**config.mk**
```make
export PLATFORM = sky130hd
export DESIGN_NAME = usb_ls_tx
export DESIGN_NICKNAME = d
export VERILOG_FILES = /design/src/rtl/usb_ls_tx.sv
export SDC_FILE = /design/constraint.sdc
export NUM_CORES = 1
export LEC_CHECK = 0
export CORE_MARGIN = 1
export CORE_UTILIZATION = 45
export DETAILED_ROUTE_END_ITERATION = 8
export GPL_TIMING_DRIVEN = 0
export PLACE_DENSITY = 0.72
export SYNTH_ARGS = -nofsm -noshare
export SYNTH_HDL_FRONTEND = slang
export SYNTH_SLANG_ARGS = --single-unit
```
**constraint.sdc**
```tcl
create_clock -name clk -period 5.6 [get_ports clk]
set_clock_uncertainty 0.05 [all_clocks]
set_input_delay 0.84 -clock clk [delete_from_list [all_inputs] [get_ports clk]]
set_output_delay 0.84 -clock clk [all_outputs]
set_load 0.01 [all_outputs]
```
**src/rtl/usb_ls_tx.sv**
```systemverilog
// Low-speed USB transmitter: SYNC, LSB-first serialisation, bit stuffing, NRZI and EOP onto J/K/SE0.
// Define USB_TX_SYNC_EN to generate SYNC internally; otherwise the caller sends 0x80 as the first byte.
package types;
   typedef enum logic [1:0] {
      D_SE0 = 2'b00,
      D_K   = 2'b01,
      D_J   = 2'b10,
      D_SE1 = 2'b11
   } d_port_t;
endpackage

module usb_ls_tx #(
   parameter int CLKS_PER_BIT = 16
) (
   input  logic           clk,
   input  logic           reset,
   input  logic [7:0]     tx_data,
   input  logic           tx_valid,
   output logic           tx_ready,
   output types::d_port_t d,
   output logic           oe,
   output logic           busy
);
   localparam int            CW       = $clog2(CLKS_PER_BIT);
   localparam logic [CW-1:0] LAST_CLK = CW'(CLKS_PER_BIT - 1);

   localparam logic [2:0] S_IDLE    = 3'd0;
`ifdef USB_TX_SYNC_EN
   localparam logic [2:0] S_SYNC    = 3'd1;
`endif
   localparam logic [2:0] S_DATA    = 3'd2;
   localparam logic [2:0] S_EOP_SE0 = 3'd3;
   localparam logic [2:0] S_EOP_J   = 3'd4;

   logic [2:0]     state_q, state_d;
   logic [CW-1:0]  cnt_q, cnt_d;
   logic [2:0]     idx_q, idx_d;
   logic [7:0]     shift_q, shift_d;
   logic [2:0]     ones_q, ones_d;
   logic           stuff_q, stuff_d;
   logic           last_q, last_d;
   types::d_port_t d_q, d_d;
   logic           rdy_q, rdy_d;
   logic           act_q, act_d;

   logic           xfer, bit_end, new_bit, nxt_bit;
   logic [2:0]     ones_n;

   assign xfer    = tx_valid && rdy_q;
   assign bit_end = (cnt_q == LAST_CLK);

   function automatic types::d_port_t nrzi(input types::d_port_t cur, input logic b);
      if (b) return cur;
      return (cur == types::D_J) ? types::D_K : types::D_J;
   endfunction

   always_comb begin
      state_d = state_q;
      cnt_d   = bit_end ? '0 : cnt_q + 1'b1;
      idx_d   = idx_q;
      shift_d = shift_q;
      ones_d  = ones_q;
      stuff_d = stuff_q;
      last_d  = last_q;
      d_d     = d_q;
      new_bit = 1'b0;
      nxt_bit = 1'b0;
      ones_n  = '0;
      case (state_q)
         S_IDLE: begin
            cnt_d = '0;
            if (xfer) begin
               shift_d = tx_data;
               idx_d   = '0;
               ones_d  = '0;
               stuff_d = 1'b0;
               last_d  = 1'b0;
               new_bit = 1'b1;
`ifdef USB_TX_SYNC_EN
               state_d = S_SYNC;
               nxt_bit = 1'b0;
`else
               state_d = S_DATA;
               nxt_bit = tx_data[0];
`endif
            end
         end
`ifdef USB_TX_SYNC_EN
         S_SYNC: if (bit_end) begin
            new_bit = 1'b1;
            idx_d   = idx_q + 3'd1;
            if (idx_q == 3'd7) begin
               state_d = S_DATA;
               ones_d  = 3'd1;
               nxt_bit = shift_q[0];
            end else begin
               nxt_bit = (idx_q == 3'd6);
            end
         end
`endif
         S_DATA: if (bit_end) begin
            // stuffed bits are zeros, so they clear the run just like data zeros
            ones_n = (stuff_q || !shift_q[0]) ? 3'd0 : ones_q + 3'd1;
            ones_d = ones_n;
            if (!stuff_q) begin
               shift_d = {1'b0, shift_q[7:1]};
               idx_d   = idx_q + 3'd1;
               if (idx_q == 3'd7) begin
                  if (xfer) shift_d = tx_data;
                  else      last_d  = 1'b1;
               end
            end
            if (ones_n == 3'd6) begin
               stuff_d = 1'b1;
               new_bit = 1'b1;
               nxt_bit = 1'b0;
            end else if (last_d) begin
               state_d = S_EOP_SE0;
               stuff_d = 1'b0;
               idx_d   = '0;
               d_d     = types::D_SE0;
            end else begin
               stuff_d = 1'b0;
               new_bit = 1'b1;
               nxt_bit = shift_d[0];
            end
         end
         S_EOP_SE0: if (bit_end) begin
            idx_d = idx_q + 3'd1;
            if (idx_q == 3'd1) begin
               state_d = S_EOP_J;
               idx_d   = '0;
               d_d     = types::D_J;
            end
         end
         S_EOP_J: if (bit_end) begin
            state_d = S_IDLE;
            last_d  = 1'b0;
            d_d     = types::D_J;
         end
         default: state_d = S_IDLE;
      endcase
      if (new_bit) d_d = nrzi(d_q, nxt_bit);
      // ready is registered, so it is asserted for the clock that will be the last one of bit 7
      rdy_d = (state_d == S_IDLE) ||
              ((state_d == S_DATA) && !stuff_d && (idx_d == 3'd7) && (cnt_d == LAST_CLK));
      act_d = (state_d != S_IDLE);
   end

   always_ff @(posedge clk or negedge reset) begin
      if (!reset) begin
         state_q <= S_IDLE;
         cnt_q   <= '0;
         idx_q   <= '0;
         shift_q <= '0;
         ones_q  <= '0;
         stuff_q <= 1'b0;
         last_q  <= 1'b0;
         d_q     <= types::D_J;
         rdy_q   <= 1'b0;
         act_q   <= 1'b0;
      end else begin
         state_q <= state_d;
         cnt_q   <= cnt_d;
         idx_q   <= idx_d;
         shift_q <= shift_d;
         ones_q  <= ones_d;
         stuff_q <= stuff_d;
         last_q  <= last_d;
         d_q     <= d_d;
         rdy_q   <= rdy_d;
         act_q   <= act_d;
      end
   end

   assign tx_ready = rdy_q;
   assign d        = d_q;
   assign oe       = act_q;
   assign busy     = act_q;
endmodule
```
==> flow_summary.yaml <==
finish:
  drive_above_1_share_pct: 11.3
  fillCellCount: 331
  multi_input_area_um2: 845
  seqCellArea_um2: 677
  layout.nets: 211
  num_antenna_cells: 0
  synthToLayoutAreaGrowth_pct: 14.7
worst_setup_path:
  path_delay_family: "buffers and inverters"
  reg2reg_depth: 7
  start_kind: "input port"
  crit_required_ps: 5820
  cp.arrival_ps: 2700
  cp_num_buf_inv: 2
  path_max_fanout: 10
  slowest_stage: "clkdlybuf4s50_1"
  crit_path_cell_trace: "clkdlybuf4s50_1, nand2_1, o21ai_1, nand2_1, a21oi_1, buf_2, nor2_1, a21oi_1"
  regToRegStartpoint: "idx_q[0]"
  r2r-end: "tx_ready"
  end_kind: "flop"
  worstSetupPathType: "input port to flop"
  r2r_setup_slack_ps: 3390
  crit_path_max_incr_delay_ps: 510
power_and_ir_drop:
  power.leakage_nw: 0.803
  total_power_mw: 0.775
  powerDensity_mw_per_mm2: 426
  ir_worst_vdd_mv: 0.206
hold_path:
  min_path_type: "input port to async pin"
job:
  drv_cap: 0
synth:
  syn_avg_cell_area_um2: 9.06
  ys_seq_area_share_pct: 42.7
  synth.most_common_cell: "dfrtp_1"
  ys_async_sr_fraction_pct: 100
  yosys_warnings: 0
  synthCells: 175
  synth_edf_count: 0
  syn_nets: 191
  synth_top_area_share_pct: 41.0
  ys_ff_latch: 27
  yosys.cell_types.count: 49
  synth_area_leaders: "dfrtp_1, nor2_1, a21oi_1"
  yosys.area.top_type: "dfrtp_1"
  synth_ff_type: "dfrtp_1"
  synth_commonest_cells: "dfrtp_1, nor2_1, nand2_1"
  syn_area_mm2: 0.00159
cts:
  clk_latency_ps: 330
  ctsHoldBuffers: 0
  root_buffer: "clkbuf_4"
  cts.path.max_buffers: 2
  cts-resized-gates: 0
  htreeDepth: 1
  cts_num_sinks: 27
  path_clk_slew_ps: 150
  postCtsSetupBuffers: 0
  cts_tree: "built"
  cts_inserted_buffers: 3
timing:
  final_max_slew_viol_count: 0
  rsz0062_at_grt: "false"
  timing.fmax_mhz: 404
  period_needed_ps: 2470
  tns_ps: 0
  hold_viol_final: 0
  tightest_slew_ps: 699
  final.period_utilization_pct: 44.2
  max_slew_margin_pct: 53.3
  setup-violations-final: 0
floorplan:
  design.core.area_mm2: 0.00336
  initial_utilization_pct: 47.1
  num_rows: 21
  pin_count: 16
  dieArea_mm2: 0.00376
  die_w_um: 61.4
  die_h_um: 61.4
place:
  hpwl_mm: 2.74
  io_buffers: 15
  gp_congestion: 0.906
global_routing:
  track_usage_pct: 21.5
  first_global_vias: 1281
  grt_overflow: 0
  antenna_found_initial: 0
  grt_max_degree: 28
  grt_first_pass_wirelength_mm: 5.95
detailed_routing:
  drt_pass1_iterations: 4
  drt.antenna.violating_nets: 0
  vias: 1374
  wl_mm: 3.59
  post-route-drc-count: 0
  drt_iter0_drc: 73
  post_drt_wl_per_cell_um: 15.0
  routed_via_density: 5.73
status:
  status: "complete, no violations"
-- stage by stage --
stage	setup slack [ps]	instance area [um2]	hold WS [ps]	cells	util (%)
after global routing	3020	1820	464	240	54.1
after detailed placement	2770	1790	455	236	53.3
final	3130	1820	443	240	54.1
after global placement	2810	1790	421	236	53.3
after floorplan	3430	1590	404	175	-
after CTS	3150	1820	475	240	54.2
-- area by class of cell --
class | instances | area share [%]
multi-input combinational | 134 | 46.5
buffer | 7 | 2.06
tap | 46 | 3.17
sequential | 27 | 37.2
clock buffer | 3 | 1.24
timing repair buffer | 15 | 7.98
inverter | 7 | 1.45
clock inverter | 1 | 0.413
-- cells in the final DEF, fill, tap and decap left out, drive strengths merged, types with 2 or more instances in the layout --
cell type,instances
a21oi,14
o31ai,2
mux2,2
o211ai,2
xor2,2
nor3,6
inv,7
nand2,18
dfrtp,26
and3,2
and2,2
a22oi,6
nand3,6
or2,2
nand2b,3
a211o,3
ha,5
o21ai,12
nor2,20
a21boi,2
clkbuf,5
o31a,2
clkdlybuf4s50,14
buf,6
mux2i,4
nor2b,3
-- report_power, final --
part | switching, mW | internal [mW] | total, mW
Combinational | 0.206 | 0.159 | 0.365
Clock | 0.0596 | 0.0274 | 0.0870
Sequential | 0.0556 | 0.267 | 0.322
Total | 0.322 | 0.453 | 0.775
-- metal layers --
layer	global-route usage (%)	part of all wire (%)	vias up
met2	33.5	49	29
met4	5.40	0.58	0
met1	31.6	47	677
met5	0	0	-
met3	3.36	3.3	2
li1	-	-	666
-- worst max-delay path by stage --
stage                  start         end  cells past startpoint
global placement    tx_valid        d[0]                      7
CTS                 tx_valid        d[0]                      7
detailed placement  tx_valid        d[0]                      7
floorplan           tx_valid        d[0]                      6
global route        tx_valid  shift_q[6]                      8
finish              tx_valid  shift_q[6]                      8
-- cell families (layout without fill, tap and decap cells) --
family          count (synthesis)  in the layout  synth area share, %
flops                          27             27                 42.7
buf+inv                        14             33                 4.03
mux                             6              6                 3.95
xor+xnor                        3              3                 1.66
fa+ha+maj                       5              5                 3.95
simple gates                   69             69                 21.9
compound gates                 51             51                 21.9
-- state kept, by name (all words and copies together) (netlist names) --
name,flops
idx_q,3
shift_q,8
cnt_q,4
last_q,1
tx_ready,1
ones_q,3
state_q,3
busy,1
d,2
stuff_q,1
Note: power is estimated with default switching activity, not from simulation.
